## src/rtl/instr_fetch_unit.sv

```systemverilog
// Fetch stage: owns the PC, drives a 1-cycle synchronous ROM and
// delivers {pc, instr} to decode through a 2-entry valid/ready FIFO.
module instr_fetch_unit #(
  parameter int unsigned     ROM_AW   = 6,
  parameter int unsigned     PC_W     = 32,
  parameter logic [PC_W-1:0] RESET_PC = '0
) (
  input  logic              clka,
  input  logic              rst_n,
  output logic [ROM_AW-1:0] rom_addr,
  input  logic [31:0]       rom_data,
  input  logic              redirect_valid,
  input  logic [PC_W-1:0]   redirect_pc,
  output logic              out_valid,
  input  logic              out_ready,
  output logic [31:0]       out_instr,
  output logic [PC_W-1:0]   out_pc
);

  logic [PC_W-1:0] r_pc;
  logic            r_inflight;
  logic [PC_W-1:0] r_inflight_pc;
  logic [1:0]      r_count;
  logic [31:0]     r_head_instr;
  logic [PC_W-1:0] r_head_pc;
  logic [31:0]     r_tail_instr;
  logic [PC_W-1:0] r_tail_pc;

  logic            w_pop;
  logic            w_push;
  logic            w_issue;
  logic [2:0]      w_occ;
  logic [1:0]      w_count_nx;
  logic [31:0]     w_head_instr_nx;
  logic [PC_W-1:0] w_head_pc_nx;
  logic [31:0]     w_tail_instr_nx;
  logic [PC_W-1:0] w_tail_pc_nx;
  logic            w_unused;

  assign w_unused  = ^redirect_pc[1:0];
  assign rom_addr  = r_pc[ROM_AW+1:2];
  assign out_valid = (r_count != 2'd0);
  assign out_instr = r_head_instr;
  assign out_pc    = r_head_pc;

  assign w_pop  = out_valid & out_ready;
  assign w_push = r_inflight & ~redirect_valid;

  // Each outstanding read holds a credit for one FIFO slot.
  assign w_occ   = {1'b0, r_count}
                 + {2'b00, r_inflight}
                 - {2'b00, w_pop};
  assign w_issue = ~redirect_valid & (w_occ < 3'd2);

  always_ff @(posedge clka or negedge rst_n) begin
    if (!rst_n) begin
      r_pc          <= RESET_PC;
      r_inflight    <= 1'b0;
      r_inflight_pc <= '0;
    end else if (redirect_valid) begin
      r_pc       <= {redirect_pc[PC_W-1:2], 2'b00};
      r_inflight <= 1'b0;
    end else if (w_issue) begin
      r_pc          <= r_pc + PC_W'(4);
      r_inflight    <= 1'b1;
      r_inflight_pc <= r_pc;
    end else begin
      r_inflight <= 1'b0;
    end
  end

  always_comb begin
    w_count_nx      = r_count;
    w_head_instr_nx = r_head_instr;
    w_head_pc_nx    = r_head_pc;
    w_tail_instr_nx = r_tail_instr;
    w_tail_pc_nx    = r_tail_pc;
    if (redirect_valid) begin
      w_count_nx = 2'd0;
    end else begin
      unique case (1'b1)
        (w_push && !w_pop): begin
          if (r_count == 2'd0) begin
            w_head_instr_nx = rom_data;
            w_head_pc_nx    = r_inflight_pc;
          end else begin
            w_tail_instr_nx = rom_data;
            w_tail_pc_nx    = r_inflight_pc;
          end
          w_count_nx = r_count + 2'd1;
        end
        (!w_push && w_pop): begin
          w_head_instr_nx = r_tail_instr;
          w_head_pc_nx    = r_tail_pc;
          w_count_nx      = r_count - 2'd1;
        end
        (w_push && w_pop): begin
          if (r_count == 2'd2) begin
            w_head_instr_nx = r_tail_instr;
            w_head_pc_nx    = r_tail_pc;
            w_tail_instr_nx = rom_data;
            w_tail_pc_nx    = r_inflight_pc;
          end else begin
            w_head_instr_nx = rom_data;
            w_head_pc_nx    = r_inflight_pc;
          end
        end
        default: ;
      endcase
    end
  end

  always_ff @(posedge clka or negedge rst_n) begin
    if (!rst_n) begin
      r_count      <= 2'd0;
      r_head_instr <= '0;
      r_head_pc    <= '0;
      r_tail_instr <= '0;
      r_tail_pc    <= '0;
    end else begin
      r_count      <= w_count_nx;
      r_head_instr <= w_head_instr_nx;
      r_head_pc    <= w_head_pc_nx;
      r_tail_instr <= w_tail_instr_nx;
      r_tail_pc    <= w_tail_pc_nx;
    end
  end

endmodule

```

## config.mk

```make
export PLATFORM = sky130hd
export DESIGN_NAME = instr_fetch_unit
export DESIGN_NICKNAME = d
export VERILOG_FILES = /design/src/rtl/instr_fetch_unit.sv
export SDC_FILE = /design/constraint.sdc
export NUM_CORES = 1
export LEC_CHECK = 0
export CAP_MARGIN = 20
export CORE_UTILIZATION = 45
export DETAILED_ROUTE_END_ITERATION = 10
export PLACE_DENSITY = 0.68
export SETUP_SLACK_MARGIN = 0.1
export SLEW_MARGIN = 10
export SYNTH_ARGS = -nofsm -noshare
export SYNTH_HDL_FRONTEND = slang
export SYNTH_SLANG_ARGS = --single-unit
export TNS_END_PERCENT = 50
```

## constraint.sdc

```tcl
create_clock -name clka -period 3.22 [get_ports clka]
set_input_delay 0.644 -clock clka [delete_from_list [all_inputs] [get_ports clka]]
set_output_delay 0.644 -clock clka [all_outputs]
set_load 0.02 [all_outputs]
```

# Yosys cells after proc, flatten, opt, wreduce, memory -nomap -nowiden
# Index checks and enable logic that the tools add are counted.
# word_totals
out_inout_bits	71
reg_bits	195
input_bits	68
# op_classes
n_reduce_logical	14
eq_ne	4
n_addsub	5
magnitude_cmp	1
n_mux	18
bitwise_logic	4
# ops
cell	n
32-bit 2-to-1 mux	10
32-bit case mux with 3 select lines	2
32-bit case mux with 2 select lines	2
32-bit by 3-bit adder with 32-bit output (second input constant)	1
2-bit nonzero test	3
3-bit nonzero test	2
2-bit by 1-bit inequality test with 1-bit output (second input constant)	2
2-bit case mux with 2 select lines	1
4-bit AND reduction	1
2-bit by 1-bit adder with 3-bit output	1
1-bit AND	3
1-bit logical AND	3
3-bit by 2-bit less-than comparator with 1-bit output (second input constant)	1
3-bit AND reduction	1
3-bit by 1-bit subtractor with 3-bit output	1
2-bit by 1-bit adder with 2-bit output (second input constant)	1
2-bit == test (second input constant)	1
1-bit zero test	2
2-bit zero test	1
1-bit 2-to-1 mux	2
2-bit 2-to-1 mux	1
2-bit inequality test (second input constant)	1
2-bit AND reduction	1
2-bit by 1-bit subtractor with 2-bit output (second input constant)	1
1-bit NOT	1

# Longest topological paths before layout
# Gate-level depths: netlist (run 1).
# logic_depth
ltp_word	7
mapped_depth	11
depth_no_buf	10

# Least setup slack after synthesis (run 1)
# Ideal clock, no wire load.
# synth_path
path_type	input to register
start	in out_ready
end	reg r_pc[29]
t_arrival_ps	2843
setup_slack_ps	252
stages	10
path_cell_list	and3_1 a21o_1 nand2_1 fa_1 nand3_1 or3b_2 buf_2 nor4_1 xor2_1 mux2_2
# synth_between
elab_chain_len	5
# synth_lines
element	line	text
start: declaration	15	input logic out_ready,
1-bit AND	46	assign w_pop = out_valid & out_ready;
3-bit by 1-bit subtractor with 3-bit output	52	- {2'b00, w_pop};
3-bit by 2-bit less-than comparator with 1-bit output	53	assign w_issue = ~redirect_valid & (w_occ < 3'd2);
1-bit AND	53	
2-bit nonzero test (no source line)	--	
end signal: assignment	61	r_pc <= {redirect_pc[PC_W-1:2], 2'b00};
end signal: assignment	64	r_pc <= r_pc + PC_W'(4);
end: declaration	20	logic [PC_W-1:0] r_pc;
# Every way passes these cells.
# A chain may end at the register's enable or synchronous reset.

# Worst setup path after layout (run 1)
# layout_path
start	in out_ready
end	reg r_pc[25]
# Same word-level chain as after synthesis.

==> results of run 1 <==
[synthesized netlist by cell type]
cell	n	share of area (%)
a2111oi_0	1	0.11
a21o_1	1	0.091
a21oi_1	65	4.0
and2_1	1	0.076
and3_1	2	0.15
and3_2	1	0.091
and4_1	2	0.21
buf_1	4	0.18
buf_2	11	0.67
buf_4	7	0.64
buf_6	1	0.14
clkbuf_1	24	1.1
dfrtp_1	188	57
fa_1	1	0.24
ha_1	1	0.15
inv_1	6	0.27
mux2_2	93	13
mux2i_1	63	7.7
nand2_1	44	2.0
nand3_1	12	0.73
nand3_2	1	0.12
nand3_4	1	0.21
nand4_1	8	0.61
nor2_1	69	3.2
nor2b_1	2	0.15
nor3_1	8	0.49
nor3b_1	1	0.091
nor4_1	3	0.23
nor4_2	3	0.46
o211ai_1	1	0.091
o21ai_0	24	1.5
o21ai_1	5	0.30
o21ai_2	1	0.11
or2_2	1	0.076
or3b_2	1	0.11
or4_1	1	0.091
or4_4	2	0.27
xnor2_1	14	1.5
xor2_1	18	1.9
[registers in the layout, summed over array words and instances, names as in the netlist]
signal,cells
r_tail_pc,30
r_inflight,1
out_instr,32
r_tail_instr,32
r_pc,30
out_pc,31
r_inflight_pc,30
r_count,2
[power by group]
group,switching [mW],internal [mW]
registers,0.502,3.19
clock network,0.864,1.12
logic,1.17,1.33
total,2.54,5.63
[cell usage in the layout, fill, tap and decap left out, types with 14 or more instances in the layout]
master             n
a21oi_1           63
mux2_2            93
o21ai_0           24
mux2i_1           63
nor2_1            68
clkdlybuf4s50_1  134
xor2_1            18
clkbuf_16         17
xnor2_1           14
nand2_1           44
dfrtp_1          188
buf_4             16
[routing by layer]
metal / vias up / wire [um] / track usage, %
met1: 2770 / 7966 / 25.89
met4: 0 / 399 / 8.852
met3: 28 / 647 / 3.481
met2: 140 / 8275 / 30.67
met5: - / 0 / 0
li1: 2671 / - / -
[cells by family after synthesis]
group	share of synthesized area, %
DFF	57.29
and+or+nand+nor	9.341
muxes	20.43
AOI/OAI and AO/OA	6.125
buffers and inverters	3.002
xor gates and xnor gates	3.413
adders and majority gates	0.3961
[path summary, 6_finish.rpt]
path                          startpoint               to  slack, ns  cells past startpoint
setup / recovery               out_ready         r_pc[25]       0.22                     11
setup reg to reg              r_count[0]         r_pc[25]       0.38                     11
hold reg to reg            r_tail_pc[24]    r_tail_pc[24]       0.50                      1
max in group asynchronous          rst_n       out_pc[17]       2.24                      2
hold / removal                     rst_n  r_tail_instr[7]       0.22                      1
min in group clka          r_tail_pc[24]    r_tail_pc[24]       0.50                      1
[stage by stage]
step / hold slack (ns) / setup slack [ns] / instance area (sq um)
2_1_floorplan: 0.3484 / 0.2519 / 8212
3_3_place_gp: 0.4861 / -0.1498 / 9977
3_5_place_dp: 0.4934 / -0.1923 / 9977
4_1_cts: 0.2269 / 0.2596 / 10540
5_1_grt: 0.2528 / 0.05743 / 10540
6_report: 0.2224 / 0.2244 / 10540
[area by class of cell]
| cell class | count | area, sq um |
|---|---|---|
| sequential | 188 | 4705 |
| clock inverter | 10 | 93.84 |
| inverter | 6 | 22.52 |
| fill | 1464 | 7358 |
| timing repair buffer | 162 | 1678 |
| clock buffer | 20 | 466.7 |
| multi-input combinational | 451 | 3292 |
| tap | 229 | 286.5 |
[worst register-to-register path, stage by stage (launching register included)]
cell,delay [ns]
dfrtp_1,0.45
inv_1,0.13
and3_1,0.20
a21o_1,0.11
nand2_1,0.07
fa_1,0.42
xor2_1,0.17
or3b_2,0.53
buf_4,0.18
nor4_2,0.24
xnor2_1,0.15
o21ai_1,0.07
==> results.py, run 1 <==
metrics = {
    "logic_synthesis": {
        "avgSynthCellArea_sq_um": 11.87,
        "netlist_area_sq_um": 8212,
        "synth_nets": 762,
        "synth_warnings": 0,
        "ys_seq_elements": 188,
        "synth_cell_type_count": 39,
        "seq_area_frac_synth_pct": 57.29,
        "netlist_instances": 692,
    },
    "sta": {
        "finalSetupTns_ns": 0,
        "hold_violations": 0,
        "period_share_pct": 93.03,
        "tightestPinTransition_ns": 1.037,
        "rsz0062_at_grt": "yes",
        "fin_skew_ns": 0.01282,
        "max_freq_mhz": 333.8,
        "final_max_slew_viol_count": 0,
        "max_slew_margin_pct": 30.23,
        "fin_crit_ns": 2.996,
        "setup_viol": 0,
    },
    "floorplanning": {
        "io_pins": 139,
        "fp.dieArea_sq_um": 18790,
        "die_h_um": 137.1,
        "die-width_um": 137.1,
        "rows": 49,
        "core-area_sq_um": 17900,
        "start_util_pct": 45.87,
    },
    "clocking": {
        "postCtsSetupRepairBufs": 0,
        "cts.sinks": 188,
        "worst_skew_pair.late_latency_ns": 0.43,
        "cts-root-buf": "clkbuf_16",
        "cts_buffers": 17,
        "cts_hold_buffers": 0,
        "cts_tree": "done",
        "cts.htree.levels": 4,
        "clk_pin_slew_ns": 0.07,
        "cts_resized": 0,
        "clk_path_buf_depth": 2,
    },
    "worst_setup_path": {
        "crit_path_end_kind": "flip-flop",
        "slowest_stage": "or3b_2",
        "crit_required_ns": 3.52,
        "worstSetupPathType": "in -> reg",
        "crit_arrival_ns": 3.29,
        "worst-path-buf-inv": 2,
        "path_cells": "clkdlybuf4s50_1, and3_1, a21o_1, nand2_1, fa_1, xor2_1, or3b_2, buf_4, nor4_2, xnor2_1, o21ai_1",
        "crit_fanout": 3,
        "crit_family": "simple AND/OR/NAND/NOR gates",
        "startpoint_type": "input port",
        "max_stage_delay_ns": 0.53,
    },
    "min_path": {
        "hp-class": "in -> async",
    },
    "place": {
        "globalplace.congestion": 0.9266,
        "port_buffers": 136,
        "place_hpwl_um": 11820,
        "dp_cells": 1036,
    },
    "outcome": {
        "status": "finished, violations left",
        "violations": "DRC",
    },
    "layout": {
        "fin_util_pct": 58.90,
        "final_layout_size_suffix_gt1_share_pct": 19.83,
        "fin_nets": 896,
        "stdcell_count": 1066,
        "syn_to_final_growth_pct": 28.40,
        "antennaDiodeCount": 0,
    },
    "grt": {
        "grt_max_degree": 66,
        "grt_usage_pct": 19.38,
        "grt.overflow.total": 0,
        "grt_pass1_vias": 5655,
        "grt_pass1_wl_um": 27920,
        "antenna_found_initial": 0,
    },
    "detailed_routing": {
        "dr.pass1.iters": 9,
        "wire_per_inst_um": 16.22,
        "via_per_inst": 5.262,
        "postRouteAntennaNets": 0,
        "wirelength_um": 17290,
        "drt_iter0_drc": 350,
        "vias": 5609,
        "remaining_drc_errors": 2,
    },
    "power_and_ir_drop": {
        "cellPowerDensity_nw_per_um2": 774.5,
        "finalPower_mw": 8.166,
        "p_leak_nw": 4.305,
        "vdd_drop_max_uv": 457.3,
    },
    "job": {
        "maxCapViolCount": 0,
    },
}
(Power assumes the default switching activity.)
==> inputs of run 2 (changes only) <==
--- a/config.mk
+++ b/config.mk
@@ -8,6 +8,7 @@
 export CAP_MARGIN = 20
 export CORE_UTILIZATION = 45
 export DETAILED_ROUTE_END_ITERATION = 10
+export HOLD_SLACK_MARGIN = 0.05
 export PLACE_DENSITY = 0.68
 export SETUP_SLACK_MARGIN = 0.1
 export SLEW_MARGIN = 10
==> results of run 2 <==
The final DEF is identical to that of run 1; final timing and power are the same.
==> inputs of run 3 (changes only) <==
--- a/config.mk
+++ b/config.mk
@@ -6,10 +6,13 @@
 export NUM_CORES = 1
 export LEC_CHECK = 0
 export CAP_MARGIN = 20
+export CORE_ASPECT_RATIO = 1.2
 export CORE_UTILIZATION = 45
+export CTS_CLUSTER_SIZE = 14
 export DETAILED_ROUTE_END_ITERATION = 10
 export HOLD_SLACK_MARGIN = 0.05
 export PLACE_DENSITY = 0.68
+export REMOVE_ABC_BUFFERS = 1
 export SETUP_SLACK_MARGIN = 0.1
 export SLEW_MARGIN = 10
 export SYNTH_ARGS = -nofsm -noshare
==> run 3 against run 2 <==
  * The flow still finishes with violations (DRC)
  * Register-to-register slack gained 0.05 ns
  * Sequential power barely moved
  * Clock skew fell by 0.0058 ns
  * Die area hardly changed
  * First-iteration DRC count down 14%
  * Fmax up 0.32%
  * Global-route usage fell by 0.44 points
==> results.py, run 3 (same netlist as run 1, synthesis figures left out) <==
metrics = {
    "power_and_ir_drop": {
        "swShare_pct": 30.94,
        "clock_power_share_pct": 26.6,
        "p_comb_share_pct": 29.4,
        "vdd_drop_max_uv": 390.7,
        "power.share.sequential_pct": 44.0,
        "cellPowerDensity_nw_per_um2": 788.9,
        "p_leak_nw": 4.337,
        "power.internal_mw": 5.754,
        "switchingPower_mw": 2.578,
    },
    "floorplanning": {
        "io_pins": 139,
        "start_util_pct": 46.38,
        "core-area_sq_um": 17710,
        "fp.dieArea_sq_um": 18790,
        "rows": 53,
        "die_h_um": 150.0,
        "die-width_um": 125.3,
    },
    "sta": {
        "tightestPinTransition_ns": 0.7352,
        "fin_skew_ns": 0.007028,
        "max_freq_mhz": 334.9,
        "rsz0062_at_grt": "no",
        "final_max_slew_viol_count": 0,
        "hold_violations": 0,
        "max_slew_margin_pct": 50.99,
        "finalSetupTns_ns": 0,
        "setup_viol": 0,
        "final.setup.worst_slack_ns": 0.2340,
        "period_share_pct": 92.73,
        "fin_crit_ns": 2.986,
    },
    "clocking": {
        "clk_path_buf_depth": 2,
        "postCtsSetupRepairBufs": 0,
        "worst_skew_pair.late_latency_ns": 0.42,
        "clk_pin_slew_ns": 0.07,
        "cts.htree.levels": 4,
        "cts_tree": "done",
        "cts-root-buf": "clkbuf_16",
        "cts_buffers": 17,
        "cts_resized": 0,
        "cts_hold_buffers": 0,
        "cts.sinks": 188,
    },
    "place": {
        "placed_area_sq_um": 9923,
        "globalplace.congestion": 0.7742,
        "dp_cells": 1026,
        "port_buffers": 136,
        "dp_slack_ns": -0.2040,
        "place_hpwl_um": 11070,
    },
    "detailed_routing": {
        "remaining_drc_errors": 12,
        "via_per_inst": 5.271,
        "postRouteAntennaNets": 0,
        "wire_per_inst_um": 15.86,
        "dr.pass1.iters": 10,
        "wirelength_um": 16780,
        "vias": 5577,
        "drt_iter0_drc": 300,
    },
    "layout": {
        "fin_nets": 895,
        "nFillCells": 1432,
        "stdcell_count": 1058,
        "multi_input_area_sq_um": 3291,
        "final_common_cell": "dfrtp_1",
        "finalInstanceArea_sq_um": 10560,
        "syn_to_final_growth_pct": 28.63,
        "fin_util_pct": 59.66,
        "antennaDiodeCount": 0,
        "final_cell_mix": "dfrtp_1, clkdlybuf4s50_1, mux2_2, nor2_1",
        "final_layout_size_suffix_gt1_share_pct": 19.81,
        "final-seq-area_sq_um": 4705,
    },
    "worst_setup_path": {
        "worst-path-buf-inv": 2,
        "startpoint_type": "input port",
        "crit_family": "simple AND/OR/NAND/NOR gates",
        "crit_required_ns": 3.53,
        "max_stage_delay_ns": 0.52,
        "crit_arrival_ns": 3.29,
        "path_cells": "clkdlybuf4s50_1, and3_1, a21o_1, nand2_1, fa_1, nand3_1, or3b_2, buf_12, nor4_2, xnor2_1, o21ai_1",
        "worstSetupPathType": "in -> reg",
        "slowest_stage": "clkdlybuf4s50_1",
        "crit_path_end_kind": "flip-flop",
        "crit_fanout": 7,
    },
    "grt": {
        "grt.overflow.total": 0,
        "grt_pass1_vias": 5612,
        "grt_max_degree": 88,
        "grt_usage_pct": 18.94,
        "antenna_found_initial": 0,
        "grt_pass1_wl_um": 28010,
    },
    "job": {
        "maxCapViolCount": 0,
    },
    "outcome": {
        "violations": "DRC",
        "status": "finished, violations left",
    },
    "min_path": {
        "hp-class": "in -> async",
    },
}
==> run 3: changes by cell type in the layout (fill, tap and decap cells not counted), sizes merged <==
cell,before,now
buf,28,26
clkinv,3,4
bufinv,1,3
inv,6,11
clkbuf,20,18
clkinvlp,6,3
==> run 3: worst paths after layout <==
check / slack, ns / start / endpoint / cells past startpoint
max in group asynchronous: 2.12 / rst_n / r_inflight_pc[9] / 2
worst min-delay path: 0.25 / rst_n / out_instr[24] / 1
worst max register to register: 0.43 / r_count[1] / r_pc[25] / 10
worst min register to register: 0.50 / r_tail_pc[17] / r_tail_pc[17] / 1
worst max-delay path: 0.23 / out_ready / r_pc[25] / 11
min in group clka: 0.50 / r_tail_pc[17] / r_tail_pc[17] / 1
==> run 3: layout make-up <==
class / count / area share, %
Inverter: 6 / 0.2132
Tap cell: 220 / 2.606
Clock inverter: 15 / 1.978
Sequential cell: 188 / 44.54
Timing Repair Buffer: 161 / 15.48
Clock buffer: 17 / 4.027
Multi-Input combinational cell: 451 / 31.15
==> run 3: routing by layer <==
layer  up-vias  global-route usage [%]  wire length (um)
li1       2663                       -                 -
met1      2770                   24.62              7459
met2       129                   32.15              8491
met3        15                   3.218               630
met4         0                   6.524               201
met5         -                       0                 0
==> run 3: metrics by stage <==
stage / hold slack (ns) / power (mW)
after floorplan: 0.3484 / 5.077
after global placement: 0.4860 / 6.057
after global routing: 0.3123 / 8.803
after CTS: 0.2993 / 8.439
final: 0.2525 / 8.332
after detailed placement: 0.4930 / 6.193
==> run 3: power by group through the flow <==
stage | combinational (mW) | clock [mW] | sequential (mW)
detailed placement | 2.47 | 0 | 3.72
finish | 2.45 | 2.22 | 3.66
floorplan | 1.08 | 0 | 4.00
global placement | 2.41 | 0 | 3.65
global route | 2.66 | 2.37 | 3.78
CTS | 2.49 | 2.28 | 3.67
==> run 3: worst register-to-register path: stages, from the launching register on <==
cell,delay (ns)
dfrtp_1,0.51
and3_1,0.23
a21o_1,0.12
nand2_1,0.07
fa_1,0.51
nand3_1,0.10
or3b_2,0.51
buf_12,0.16
nor4_2,0.24
xnor2_1,0.15
o21ai_1,0.07
==> edit (flow settings as in run 3) <==
Make the reset (`rst_n`) synchronous in 2 clocked blocks.
--- a/src/rtl/instr_fetch_unit.sv
+++ b/src/rtl/instr_fetch_unit.sv
@@ -52,7 +52,7 @@
                  - {2'b00, w_pop};
   assign w_issue = ~redirect_valid & (w_occ < 3'd2);
 
-  always_ff @(posedge clka or negedge rst_n) begin
+  always_ff @(posedge clka) begin
     if (!rst_n) begin
       r_pc          <= RESET_PC;
       r_inflight    <= 1'b0;
@@ -110,7 +110,7 @@
     end
   end
 
-  always_ff @(posedge clka or negedge rst_n) begin
+  always_ff @(posedge clka) begin
     if (!rst_n) begin
       r_count      <= 2'd0;
       r_head_instr <= '0;
Function: differs if rst_n is asserted again (counterexample within 4 cycles, from zero or initial values and one cycle with rst_n low); with rst_n held inactive, the same outputs for 4 cycles.
==> edit against run 3 <==
Final area fell by 2.9%. The flow still finishes with violations (DRC). Wire length is 12% higher. Worst setup slack better by 0.22 ns. First-iteration DRC count is 42% higher. Final cell count increased by 19%. Highest routed layer unchanged. Via count increased by 21%. Critical path depth fell by 3. Synthesized area decreased by 2.2%. Sequential cell count shrank 1. Sequential share of layout area shrank 8.1 points.
Power is not compared: it rests on default switching activity, and its combinational part moved more than twofold at a synthesized area within 25%.
==> edit: results (changes against run 3) <==
- Detail Placement HPWL: 11.8 mm (+6.9%)
- # clk buffers: 24 (+7)
- Largest net degree at the start of global routing: 71 (-19%)
- Clk sink count: 187 (-0.53%)
- Worst r2r src: r_count[1]
- Met2 wire length: 9.08 mm (+6.9%)
- Layout non-clock buf frac: 16.2% (+0.76 points)
- Hold Crit Class: flop to flop
- Max incr delay on CP: 0.65 ns (+0.13 ns)
- Routed WL: 18.8 mm (+12%)
- First-pass GRT wire length: 31.2 mm (+12%)
- Slew @ Worst Pin: 0.516 ns (-0.219 ns)
- Inverter count: 9 (+3)
- Post-Syn Instances: 931 (+35%)
- Final net count: 1103 (+23%)
- Synth cell types: 40 (+2.6%)
- Max Fclk: 0.362 GHz (+8.0%)
- R2R setup slack: 0.56 ns (+0.13 ns)
- Total number of vias: 6727 (+21%)
- Worst r2r dst: r_pc[22]
- Worst path arrival time: 3.06 ns (-0.23 ns)
- Status: finished, violations left
- Cell Count, Final, Fillers Out: 1261 (+19%)
- Dpl cells: 1231 (+20%)
- Number of multi-input logic gates: 654 (+45%)
- Total GRT Usage: 21.6% (+2.7 points)
- Met1 Track Usage GR: 28.0% (+3.4 points)
- Filler cells: 1626 (+14%)
- DRC violations left: 2 (-10)
- Grt met2 use: 36.3% (+4.1 points)
- Final Wtd Congestion: 0.814 (+5.2%)
- Predominant post-synthesis flop cell: dfxtp_1
- Clk_skew: 0.0110 ns (+0.00398 ns)
- Post-DP Area: 9650 sq um (-2.7%)
- Failing checks: DRC
- Multi-input gate share of total cell area: 38.3% (+7.2 points)
- Synth async-reset ratio: 0% (-100 points)
- Met3 usage: 3.91% (+0.69 points)
## edit: changes by cell type in the layout (fill, tap and decap cells not counted), moves of 7 or more
cell and delta:
xor2_1 -7, dfxtp_1 +187, a21boi_0 +92, a21oi_1 -38, nor2_1 -58, mux2_2 -93, o21ai_0 +8, mux2i_1 -62
nand2_1 +221, o211a_1 +62, dfrtp_1 -188, a22oi_1 +62
## edit: power by group through the flow
stage	registers [mW]	logic, mW	clock network, mW
6_report	2.50	0.614	2.21
2_1_floorplan	2.60	0.244	0
4_1_cts	2.50	0.620	2.26
3_5_place_dp	2.55	0.617	0
5_1_grt	2.51	0.672	2.35
3_3_place_gp	2.55	0.613	0
## edit: cell families (layout without fill, tap and decap cells)
family                     Yosys count  in the layout  synth area share (%)
buffers and inverters               91            200                  5.00
and+or+nand+nor                    334            334                  17.6
muxes                                2              2                 0.249
xor gates and xnor gates            30             30                  3.27
DFF                                187            187                  46.6
other                                1              2                0.0467
adders and majority gates            5              5                 0.872
AOI/OAI and AO/OA                  281            281                  26.3
